$ cat src/rtl/zbt_video_pkg.sv
// Shared definitions for the ZBT frame store: field widths, pixel/word types and
// the address encoding used by both the writer and the reader.
package zbt_video_pkg;

   localparam int H_TOTAL_DEF = 1344;
   localparam int V_TOTAL_DEF = 806;

   localparam int ADDR_Y_W  = 9;
   localparam int ADDR_EO_W = 1;
   localparam int ADDR_X_W  = 9;
   localparam int ADDR_W    = ADDR_Y_W + ADDR_EO_W + ADDR_X_W;

   localparam int PIX_W  = 18;
   localparam int WORD_W = 2 * PIX_W;

   typedef logic [ADDR_W-1:0] vram_addr_t;
   typedef logic [PIX_W-1:0]  pixel_t;
   typedef logic [WORD_W-1:0] vram_word_t;

   // Travels alongside an outstanding read so the returning word can be interpreted.
   typedef struct packed {
      logic in_img;
      logic odd;
   } fetch_tag_t;

   function automatic vram_addr_t pack_vram_addr(input logic [ADDR_Y_W-1:0]  y,
                                                 input logic [ADDR_EO_W-1:0] eo,
                                                 input logic [ADDR_X_W-1:0]  x);
      return {y, eo, x};
   endfunction

endpackage

$ cat src/rtl/zbt_to_vga_forecast.sv
// Combinational look-ahead of the raster position: where the raster will be
// FORECAST clocks from now, and whether that position lies inside the image.
module raster_forecast
   import zbt_video_pkg::*;
#(
   parameter int H_TOTAL  = H_TOTAL_DEF,
   parameter int V_TOTAL  = V_TOTAL_DEF,
   parameter int IMG_W    = 1024,
   parameter int IMG_H    = 768,
   parameter int FORECAST = 3
) (
   input  logic [10:0] hcount,
   input  logic [9:0]  vcount,
   output logic [9:0]  hf,
   output logic [9:0]  vf,
   output logic        in_img
);

   logic [11:0] hs;
   logic [11:0] hf_full;

   always_comb begin
      hs      = {1'b0, hcount} + 12'(FORECAST);
      hf_full = hs;
      vf      = vcount;
      if (hs >= 12'(H_TOTAL)) begin
         hf_full = hs - 12'(H_TOTAL);
         vf      = (vcount == 10'(V_TOTAL - 1)) ? 10'd0 : vcount + 10'd1;
      end
      // Only the low bits are needed for addressing; in_img sees the full range.
      hf     = hf_full[9:0];
      in_img = (hf_full < 12'(IMG_W)) && ({2'b00, vf} < 12'(IMG_H));
   end

endmodule

$ cat src/rtl/zbt_to_vga.sv
// Reads two-pixel words from the ZBT frame store ahead of the XVGA raster and
// serialises them into one pixel per clock, black outside the stored image.
module zbt_to_vga
   import zbt_video_pkg::*;
#(
   parameter int H_TOTAL     = H_TOTAL_DEF,
   parameter int V_TOTAL     = V_TOTAL_DEF,
   parameter int IMG_W       = 1024,
   parameter int IMG_H       = 768,
   parameter int ZBT_LATENCY = 2,
   parameter int FORECAST    = 3
) (
   input  logic              clk,
   input  logic              reset,
   input  logic [10:0]       hcount,
   input  logic [9:0]        vcount,
   output logic [ADDR_W-1:0] vram_addr,
   input  logic [WORD_W-1:0] vram_read_data,
   output logic [PIX_W-1:0]  vr_pixel,
   output logic              pixel_valid
);

   if (IMG_W % 2 != 0) begin : g_bad_width
      $error("zbt_to_vga: IMG_W must be even");
   end
   if (FORECAST != ZBT_LATENCY + 1) begin : g_bad_forecast
      $error("zbt_to_vga: FORECAST must equal ZBT_LATENCY+1");
   end

   logic [9:0] hf;
   logic [9:0] vf;
   logic       in_img;

   raster_forecast #(
      .H_TOTAL  (H_TOTAL),
      .V_TOTAL  (V_TOTAL),
      .IMG_W    (IMG_W),
      .IMG_H    (IMG_H),
      .FORECAST (FORECAST)
   ) u_forecast (
      .hcount (hcount),
      .vcount (vcount),
      .hf     (hf),
      .vf     (vf),
      .in_img (in_img)
   );

   vram_addr_t addr_reg;
   vram_word_t word_reg;
   logic       wvalid_reg;
   pixel_t     pixel_reg;
   logic       pixel_valid_reg;

   // Stage 0 is captured with the address, stage ZBT_LATENCY-1 lines up with
   // the returning data, and the extra last stage selects the half-word.
   fetch_tag_t tag_reg [ZBT_LATENCY+1];
   fetch_tag_t tag_aligned;
   fetch_tag_t tag_sel;

   assign tag_aligned = tag_reg[ZBT_LATENCY-1];
   assign tag_sel     = tag_reg[ZBT_LATENCY];

   always_ff @(posedge clk) begin
      if (reset) begin
         addr_reg <= '0;
         for (int i = 0; i <= ZBT_LATENCY; i++) tag_reg[i] <= '0;
      end else begin
         addr_reg   <= in_img ? pack_vram_addr(vf[9:1], vf[0], hf[9:1]) : '0;
         tag_reg[0] <= '{in_img: in_img, odd: hf[0]};
         for (int i = 1; i <= ZBT_LATENCY; i++) tag_reg[i] <= tag_reg[i-1];
      end
   end

   // An even-x tag loads a fresh word; the following odd-x tag reuses it.
   always_ff @(posedge clk) begin
      if (reset) begin
         word_reg   <= '0;
         wvalid_reg <= 1'b0;
      end else if (tag_aligned.in_img && !tag_aligned.odd) begin
         word_reg   <= vram_read_data;
         wvalid_reg <= 1'b1;
      end else if (!tag_aligned.in_img) begin
         wvalid_reg <= 1'b0;
      end
   end

   always_ff @(posedge clk) begin
      if (reset) begin
         pixel_reg       <= '0;
         pixel_valid_reg <= 1'b0;
      end else begin
         pixel_reg       <= !wvalid_reg ? '0
                          : (tag_sel.odd ? word_reg[PIX_W-1:0] : word_reg[WORD_W-1:PIX_W]);
         pixel_valid_reg <= wvalid_reg;
      end
   end

   assign vram_addr   = addr_reg;
   assign vr_pixel    = pixel_reg;
   assign pixel_valid = pixel_valid_reg;

endmodule

$ cat config.mk
export PLATFORM = sky130hd
export DESIGN_NAME = zbt_to_vga
export DESIGN_NICKNAME = d
export VERILOG_FILES = /design/src/rtl/zbt_video_pkg.sv /design/src/rtl/zbt_to_vga_forecast.sv /design/src/rtl/zbt_to_vga.sv
export SDC_FILE = /design/constraint.sdc
export NUM_CORES = 1
export LEC_CHECK = 0
export CORE_MARGIN = 4
export CORE_UTILIZATION = 45
export DETAILED_ROUTE_END_ITERATION = 6
export PLACE_DENSITY = 0.73
export SYNTH_ARGS = -nofsm -noshare
export SYNTH_HDL_FRONTEND = slang
export SYNTH_HIERARCHICAL = 1
export SYNTH_SLANG_ARGS = --single-unit
$ cat constraint.sdc
create_clock -name clk -period 2.9 [get_ports clk]
set_input_delay 0.29 -clock clk [delete_from_list [all_inputs] [get_ports clk]]
set_output_delay 0.29 -clock clk [all_outputs]
set_load 0.1 [all_outputs]
==> results.ini, run 1 <==
[final_layout]
multi_input_area_um2=2090
design_area_um2=5270
largest_reg_flops=36
final_cells=631
area.sequential_um2=1600
nets=585
fillers=721
drive_gt1_frac=0.251
n_antenna_cell=0
area_delta_synth_final_pct=35.0

[global_route]
grt_overflow=0
grtUsageTotal=0.177
grt_first_pass_wirelength_um=14700
grt_pass1_vias=3173
antenna_found_initial=0
grt_max_degree=57

[worst_setup_path]
slowest_stage=clkdlybuf4s50_1
crit-reg2reg-launch=tag_reg[0][3]
critical_path_class=input port to flip-flop
startpoint=hcount[5]
cp_slowest_stage_delay_ns=0.55
worstPathCellList=clkdlybuf4s50_1, nand3_1, xor2_2, ha_2, nand2_1, nor2_1, nand4b_1, a21oi_2, o211ai_1, a32o_2, a221oi_2, nor2b_4, buf_6, and2_4
ff2ff_path_depth=3
cp-start-kind=input port
required_ns=3.18
cp_data_arrival_time_ns=2.97
worstPathMaxFanout=5
endpoint_kind=flip-flop

[placement]
port_buffers=96
numPlacedInstances=610
dpl_cell_area_um2=4980
globalplace.congestion=0.815
hpwl_um=6460
dp_slack_ns=-0.513

[pwr]
power_frac_seq=0.472
power_frac_clock=0.324
switching_share=0.277
intPower_mw=1.78
p_sw_mw=0.680
power-per-cell-area_nw_per_um2=466
power_leakage_nw=2.03
comb_power_share=0.204
vdd_ir_drop_max_mv=0.242

[floorplanning]
fp.dieH_um=101
pin_count=97
core_area_um2=8340
start_util=0.468
die_width_um=101
rows=33
dieArea_um2=10200

[timing]
setup_slack_ns=0.208
fin_crit_sh=0.928
slew_headroom=0.580
finClkSkew_ns=0.00768
setup_tns_ns=0
hold_viol=0
worstMarginPinSlew_ns=0.627
finalCriticalPeriod_ns=2.69
drv_slew=0
setup_violations=0
fin_hold_ws_ns=0.359
fmax_mhz=371
rsz0062_at_grt=no

[route]
antenna_left=0
drt_iter0_drc=95
route.detailed.drc=0
dr_total_vias=3249
drt-total-wl_um=9250
vias_per_cell=5.15
firstDrtPassIters=4
wire_per_inst_um=14.7

[yosys]
ys.flop_type=dfxtp_1
yosysMostFrequentCell=dfxtp_1
synthCells=401
synthTopCellsByCount=80 x dfxtp_1, 37 x nand2b_1, 37 x nand4bb_1, 37 x o21ai_1, 21 x nor2_1
synth_cell_types=54
ys_warn_count=6
yosysTopAreaCell=dfxtp_1
syn-cell-area_um2=3900
ys_seq_elements=80
synth.area.top_cells=dfxtp_1 41%, nand4bb_1 11%, nand2b_1 5.9%
synth_top_area_share=0.410
synth-edff-count=0
synth.net_count=465
synth_area_per_cell_um2=9.73
synth-seq-area-share=0.410
async_flop_share=0

[clock_network]
clk_pin_slew_ns=0.08
numCtsBuffers=9
cts_buffer_depth=2
cts-root-buf=clkbuf_8
clock-sinks=80
cts_tree=built
htreeDepth=3
clk_latency_ns=0.34

[status]
outcome=completed

[worst_hold_path]
min_path_cells=2
min_from=reset
min_path_type=input port to flip-flop

[job]
maxCapViolations=0

==> worst max-delay path: cells and delay by family <==
kind / cells / cell delay (ns)
simple gates: 6 / 0.78
compound gates: 4 / 0.83
buf+inv: 2 / 0.69
xor+xnor: 1 / 0.18
fa+ha+maj: 1 / 0.19
==> through the flow <==
step / utilization / power, mW
3_5_place_dp: 0.597 / 1.67
2_1_floorplan: - / 1.49
5_1_grt: 0.632 / 2.56
6_report: 0.632 / 2.46
4_1_cts: 0.628 / 2.47
3_3_place_gp: 0.597 / 1.66
==> placed cells by master (no fill, tap or decap), types with 10 or more instances in the layout <==
| cell | instances |
|---|---|
| o21ai_1 | 37 |
| nand4bb_1 | 37 |
| clkdlybuf4s50_1 | 52 |
| nand2b_1 | 37 |
| buf_4 | 79 |
| and2_1 | 16 |
| dfxtp_1 | 80 |
| nor2_1 | 21 |
| xnor2_1 | 10 |
| clkbuf_8 | 10 |
| o21ai_0 | 12 |
| mux2i_1 | 18 |
==> cell families (layout without fill, tap and decap cells) <==
logic type / count (synthesis) / count (layout) / synth area share
compound gates: 72 / 72 / 0.125
xor+xnor: 15 / 15 / 0.0337
fa+ha+maj: 5 / 5 / 0.0160
buf+inv: 41 / 166 / 0.0644
flops: 80 / 80 / 0.410
mux: 18 / 18 / 0.0462
simple gates: 170 / 170 / 0.305
==> layout make-up <==
cell class,count,area share
Sequential cell,80,0.304
Timing Repair Buffer,141,0.230
Clock buffer,11,0.0268
Clock inverter,5,0.0107
Inverter,9,0.00641
Multi-Input combinational cell,280,0.397
Tap cell,105,0.0249
==> what timing repair did <==
| item | CTS | global route |
|---|---|---|
| endpoints found under the setup margin | 20 | 20 |
| pin swaps | 7 | 7 |
| endpoints found under the hold margin | 0 | 0 |
| cloned | 2 | 0 |
| hold buffers | 0 | 0 |
| setup buffers | 1 | 2 |
| resized for setup | 13 | 13 |
==> power by group through the flow <==
stage	clock network, mW	logic (mW)	registers, mW
after floorplan	0	0.180	1.31
after global placement	0	0.479	1.18
after detailed placement	0	0.486	1.18
after CTS	0.815	0.498	1.16
after global routing	0.858	0.536	1.16
final	0.796	0.501	1.16
==> final timing paths <==
check                  end  slack [ns]
max          vram_addr[18]        0.21
min          tag_reg[0][4]        0.36
max reg2reg    word_reg[8]        1.42
min reg2reg  tag_reg[0][2]        0.44
==> metal layers <==
layer  up-vias  wire [um]  GRT usage
met1      1515       4140      0.229
li1       1646          -          -
met4         0         66     0.0654
met3         6        496     0.0270
met2        82       4550      0.298
met5         -          0          0
(Power assumes the default switching activity.)
==> run 2, diff against run 1 <==
- CORE_UTILIZATION: 45 -> 40
- GPL_TIMING_DRIVEN: default -> 0
- PLACE_DENSITY: 0.73 -> 0.66
==> run 2 against run 1 <==
Via count up 0.43%; register-to-register slack better by 0.30 ns; clock power up 17%; hold slack worse by 0.097 ns; utilization is 6.0 points lower; critical endpoint is now vram_addr[5]; largest cell class unchanged.
==> results.ini, run 2 (synthesized netlist as in run 1, its figures left out) <==
[status]
outcome=completed

[floorplanning]
start_util=0.416  ; -0.0515
die_width_um=107  ; +5.6%
dieArea_um2=11400  ; +11%
pin_count=97  ; unchanged
core_area_um2=9370  ; +12%
fp.dieH_um=107  ; +5.6%
rows=35  ; +6.1%

[timing]
fin_crit_sh=0.966  ; +0.0373
setup_slack_ns=0.0999  ; -0.108 ns
worstMarginPinSlew_ns=0.985  ; +0.359 ns
hold_viol=0  ; unchanged
drv_slew=0  ; unchanged
fin_hold_ws_ns=0.262  ; -0.0966 ns
setup_violations=0  ; unchanged
finClkSkew_ns=0.00934  ; +0.00166 ns
finalCriticalPeriod_ns=2.80  ; +0.108 ns
slew_headroom=0.341  ; -0.239
fmax_mhz=357  ; -3.9%

[route]
vias_per_cell=5.06  ; -1.7%
wire_per_inst_um=15.2  ; +3.6%
dr_total_vias=3263  ; +0.43%
drt-total-wl_um=9790  ; +5.9%
antenna_left=0  ; unchanged
drt_iter0_drc=108  ; +14%
firstDrtPassIters=4  ; unchanged
route.detailed.drc=0  ; unchanged

[pwr]
p_total_mw=2.59  ; +5.5%
vdd_ir_drop_max_mv=0.273  ; +13%
p_sw_mw=0.727  ; +6.9%
comb_power_share=0.195  ; -0.009
power_frac_seq=0.446  ; -0.026
power_frac_clock=0.359  ; +0.035
intPower_mw=1.87  ; +5.0%
power-per-cell-area_nw_per_um2=484  ; +3.8%
power_leakage_nw=1.92  ; -5.7%
switching_share=0.280  ; +0.00348

[placement]
globalplace.congestion=0.839  ; +3.0%
port_buffers=92  ; -4.2%
dp_slack_ns=-1.23  ; -0.719 ns
numPlacedInstances=622  ; +2.0%
hpwl_um=6950  ; +7.7%

[global_route]
grt_max_degree=15  ; -74%
antenna_found_initial=0  ; unchanged
grt_pass1_vias=3310  ; +4.3%
grt_first_pass_wirelength_um=16000  ; +8.7%
grt_overflow=0  ; unchanged
grtUsageTotal=0.173  ; -0.00367

[clock_network]
clk_pin_slew_ns=0.08  ; about the same
cts-root-buf=clkbuf_8
numCtsBuffers=9  ; unchanged
hold_buffers=0  ; unchanged
cts_buffer_depth=2  ; unchanged
clk_latency_ns=0.34  ; about the same
clock-sinks=80  ; unchanged
cts_tree=built
htreeDepth=3  ; unchanged

[final_layout]
final_cells=645  ; +2.2%
nets=575  ; -1.7%
drive_gt1_frac=0.165  ; -0.0862
area_delta_synth_final_pct=37.2
largest_reg_flops=36  ; unchanged
layout_common_cells=87 x clkdlybuf4s50_1, 80 x dfxtp_1, 37 x nand2b_1, 37 x nand4bb_1, 37 x o21ai_1
layout_commonest_cell=clkdlybuf4s50_1
n_antenna_cell=0  ; unchanged
fillers=860  ; +19%

[worst_setup_path]
ff2ff_path_depth=4  ; +1
worstPathMaxFanout=7  ; +2
crit-reg2reg-launch=tag_reg[0][2]
cp_data_arrival_time_ns=3.09  ; +0.12 ns
required_ns=3.19  ; about the same
cp-start-kind=input port
critical_path_class=input port to flip-flop
endpoint_kind=flip-flop
startpoint=hcount[0]

[job]
maxCapViolations=0  ; unchanged

[worst_hold_path]
min_from=hcount[0]
min_path_cells=3  ; +1
min_path_type=input port to flip-flop

[run 2: cell types whose count changed in the layout (fill, tap and decap cells not counted), moves of 3 or more]
cell,previous run,this run
clkdlybuf4s50_1,52,87
and2_1,16,19
buf_4,79,9
dlymetal6s2s_1,3,0
buf_2,1,11
buf_8,0,5
clkbuf_2,2,5
buf_6,4,9
clkbuf_1,1,5
and2_4,4,1
[run 2: through the flow]
| step | setup TNS, ns | cell area [um2] | utilization |
|---|---|---|---|
| after CTS | 0 | 5270 | 0.563 |
| after detailed placement | -24.24 | 4980 | 0.532 |
| after global routing | -0.00855 | 5350 | 0.571 |
| final | 0 | 5350 | 0.571 |
| after floorplan | 0 | 3900 | - |
| after global placement | -22.70 | 4980 | 0.532 |
[run 2: worst max-delay path, cell delays in order]
cell and delay [ns]:
buf_8 0.11, inv_4 0.05, ha_4 0.15, and4b_2 0.32, nand2_4 0.07, xnor2_2 0.18, ha_2 0.21, nand2_2 0.06
nor2_2 0.07, nand4b_1 0.15, a21oi_2 0.26, o211ai_1 0.11, a32o_2 0.24, a221oi_2 0.22, nor2b_4 0.29, buf_6 0.15
and2_4 0.14
[run 2: power by group through the flow]
stage	Clock [mW]	Sequential (mW)	Combinational, mW
2_1_floorplan	0	1.31	0.180
3_3_place_gp	0	1.18	0.475
3_5_place_dp	0	1.18	0.479
4_1_cts	0.955	1.16	0.491
5_1_grt	1.00	1.16	0.538
6_report	0.931	1.16	0.506
[run 2: repair_timing]
action / CTS / global route
pin swaps: 0 / 6
setup endpoints to repair: 20 / 20
hold endpoints to repair: 0 / 0
buffers inserted: 1 / 4
resized for setup: 27 / 25
cloned: 1 / 1
[run 2: worst paths after layout]
| check | endpoint | slack, ns |
|---|---|---|
| worst max-delay path | vram_addr[5] | 0.1 |
| worst min-delay path | tag_reg[0][0] | 0.26 |
| worst max register to register | word_reg[16] | 1.72 |
| worst min register to register | tag_reg[0][3] | 0.44 |
[run 2: final cells by class]
class / instances / area [um2] / share of cell area
Inverter: 9 / 38.8 / 0.00724
Sequential cell: 80 / 1600 / 0.299
Buffer: 32 / 234 / 0.0437
Timing Repair Buffer: 99 / 980 / 0.183
Clock inverter: 6 / 91.3 / 0.0171
Multi-Input combinational cell: 280 / 2110 / 0.394
Tap cell: 129 / 161 / 0.0301
Clock buffer: 10 / 138 / 0.0257
[run 2: routing by layer]
metal / GRT usage / share of wire / vias to the layer above / routed length [um]
met2: 0.296 / 0.50 / 100 / 4870
met4: 0.0411 / 0.0072 / 0 / 70
met1: 0.219 / 0.43 / 1529 / 4230
li1: - / - / 1627 / -
met3: 0.0458 / 0.064 / 7 / 623
met5: 0 / 0 / - / 0
==> run 3, diff against run 2 <==
- CORE_MARGIN: 4 -> 2
==> run 3 against run 2 <==
Cell area increased by 1.0%; first-iteration DRC count decreased by 31%; setup slack got worse by 0.046 ns; die area decreased by 7.4%; via count decreased by 0.95%; flip-flop and latch count unchanged; largest cell class unchanged; global-route usage increased by 0.97 points; utilization decreased by 1.0 points; sequential share of layout area decreased by 0.30 points; highest routed layer unchanged; hold slack got worse by 0.037 ns; largest power group unchanged; register-to-register slack about the same.
==> results.ini, run 3 (synthesized netlist as in run 1, its figures left out) <==
[status]
outcome=completed

[timing]
finalCriticalPeriod_ns=2.85  ; +0.0462 ns
finClkSkew_ns=0.0134  ; +0.00411 ns
drv_slew=0  ; unchanged
fin_crit_sh=0.981  ; +0.0159
rsz0062_at_grt=yes
setup_violations=0  ; unchanged
setup_slack_ns=0.0537  ; -0.0462 ns
setup_tns_ns=0  ; unchanged
hold_viol=0  ; unchanged
fmax_mhz=351  ; -1.6%
worstMarginPinSlew_ns=0.994  ; +0.00884 ns
slew_headroom=0.335  ; -0.00591

[pwr]
vdd_ir_drop_max_mv=0.223  ; -18%
power_leakage_nw=1.94  ; +1.1%
power-per-cell-area_nw_per_um2=478  ; -1.3%

[floorplanning]
core_area_um2=9640  ; +2.9%
rows=36  ; +2.9%
pin_count=97  ; unchanged
die_width_um=103  ; -3.7%
start_util=0.405  ; -0.0116
fp.dieH_um=103  ; -3.7%
dieArea_um2=10600  ; -7.4%

[final_layout]
drive_gt1_frac=0.174  ; +0.00960
layout_common_cells=87 x clkdlybuf4s50_1, 80 x dfxtp_1, 37 x nand2b_1, 37 x nand4bb_1, 37 x o21ai_1
layout_commonest_cell=clkdlybuf4s50_1
area_delta_synth_final_pct=38.6
nets=581  ; +1.0%
design_area_um2=5410  ; +1.0%
n_antenna_cell=0  ; unchanged
fillers=918  ; +6.7%
utilization=0.561  ; -0.0103
largest_reg_flops=36  ; unchanged

[worst_setup_path]
worstPathMaxFanout=6  ; -1
crit-reg2reg-launch=tag_reg[0][2]
required_ns=3.19  ; about the same
critical_path_class=input port to flip-flop
cp-start-kind=input port
cp_data_arrival_time_ns=3.14  ; +0.05 ns
regToRegSetupSlack_ns=1.71  ; about the same
worstPathCellList=buf_12, inv_6, ha_4, and4b_2, nand2_4, xnor2_2, ha_2, nand2_2, nor2_2, nand4b_1, a21oi_2, o211ai_1, a32o_2, a221oi_2, nor2b_4, buf_6, and2_4
startpoint=hcount[1]
cp_slowest_stage_delay_ns=0.32  ; about the same
rr_endpoint=word_reg[15]
endpoint_kind=flip-flop
ff2ff_path_depth=4  ; unchanged
slowest_stage=and4b_2
critPathCapture=vram_addr[5]

[global_route]
grt_first_pass_wirelength_um=15100  ; -5.9%
grt_pass1_vias=3132  ; -5.4%
grtUsageTotal=0.183  ; +0.00971
antenna_found_initial=0  ; unchanged
grt_max_degree=15  ; unchanged
grt_overflow=0  ; unchanged

[job]
maxCapViolations=0  ; unchanged

[clock_network]
clk_pin_slew_ns=0.08  ; about the same
cts_tree=built
numCtsBuffers=9  ; unchanged
clock-sinks=80  ; unchanged
cts_buffer_depth=2  ; unchanged
clk_latency_ns=0.35  ; about the same
htreeDepth=3  ; unchanged
cts-root-buf=clkbuf_8

[route]
vias_per_cell=4.93  ; -2.5%
drt-total-wl_um=9520  ; -2.8%
dr_total_vias=3232  ; -0.95%
route.detailed.drc=0  ; unchanged
wire_per_inst_um=14.5  ; -4.3%
antenna_left=0  ; unchanged
firstDrtPassIters=4  ; unchanged
drt_iter0_drc=74  ; -31%

[placement]
dpl_cell_area_um2=4990  ; +0.10%
dp_slack_ns=-1.25  ; -0.0124 ns
port_buffers=92  ; unchanged
globalplace.congestion=0.839  ; about the same
hpwl_um=6750  ; -3.0%

[worst_hold_path]
min_path_type=input port to flip-flop

run 3: worst max-delay path, delay by kind of cell:
family,cells,cell delay (ns)
simple gates,7,1.12
compound gates,4,0.92
fa+ha+maj,2,0.36
buf+inv,3,0.27
xor+xnor,1,0.17
run 3: cell type report:
class | instances | area (um2) | area share
clock inverters | 6 | 92.6 | 0.0171
repair buffers | 105 | 1030 | 0.191
multi-input cells | 280 | 2110 | 0.390
clock buffers | 10 | 128 | 0.0236
well taps | 133 | 166 | 0.0308
flip-flops and latches | 80 | 1600 | 0.296
inverters | 9 | 41.3 | 0.00764
plain buffers | 32 | 234 | 0.0433
run 3: how the worst min path moves through the flow:
stage / cells past startpoint / slack [ns] / start / endpoint
after floorplan: 1 / 0.41 / tag_reg[0][0] / tag_reg[0][2]
after global placement: 1 / 0.42 / tag_reg[0][1] / tag_reg[0][3]
after detailed placement: 1 / 0.43 / tag_reg[0][1] / tag_reg[0][3]
after CTS: 3 / 0.27 / hcount[0] / tag_reg[0][0]
after global routing: 3 / 0.20 / hcount[0] / tag_reg[0][0]
final: 3 / 0.23 / hcount[0] / tag_reg[0][0]
run 3: routing by layer:
metal	vias to the layer above	global-route usage	wire, um
met5	-	0	0
met4	0	0.0658	122
met3	12	0.0508	515
met2	83	0.309	4590
met1	1497	0.225	4290
li1	1640	-	-
run 3: where the power goes:
part / internal, mW / leakage [nW] / total (mW) / switching [mW]
combinational: 0.219 / 1.18 / 0.511 / 0.292
clock: 0.490 / 0.103 / 0.919 / 0.429
sequential: 1.14 / 0.651 / 1.16 / 0.0162
total: 1.85 / 1.94 / 2.59 / 0.737
run 3: stage by stage:
stage / std cells / power [mW] / hold slack, ns
after detailed placement: 626 / 1.66 / 0.431
final: 655 / 2.59 / 0.225
after global placement: 626 / 1.66 / 0.424
after CTS: 645 / 2.58 / 0.267
after floorplan: 401 / 1.49 / 0.414
after global routing: 655 / 2.70 / 0.202
run 3: repair_timing:
action / in CTS / in global routing
setup endpoints to repair: 20 / 20
pin swaps: 1 / 10
setup buffers: 1 / 10
gates cloned: 2 / 0
resized for setup: 32 / 24
hold buffers: 0 / 0
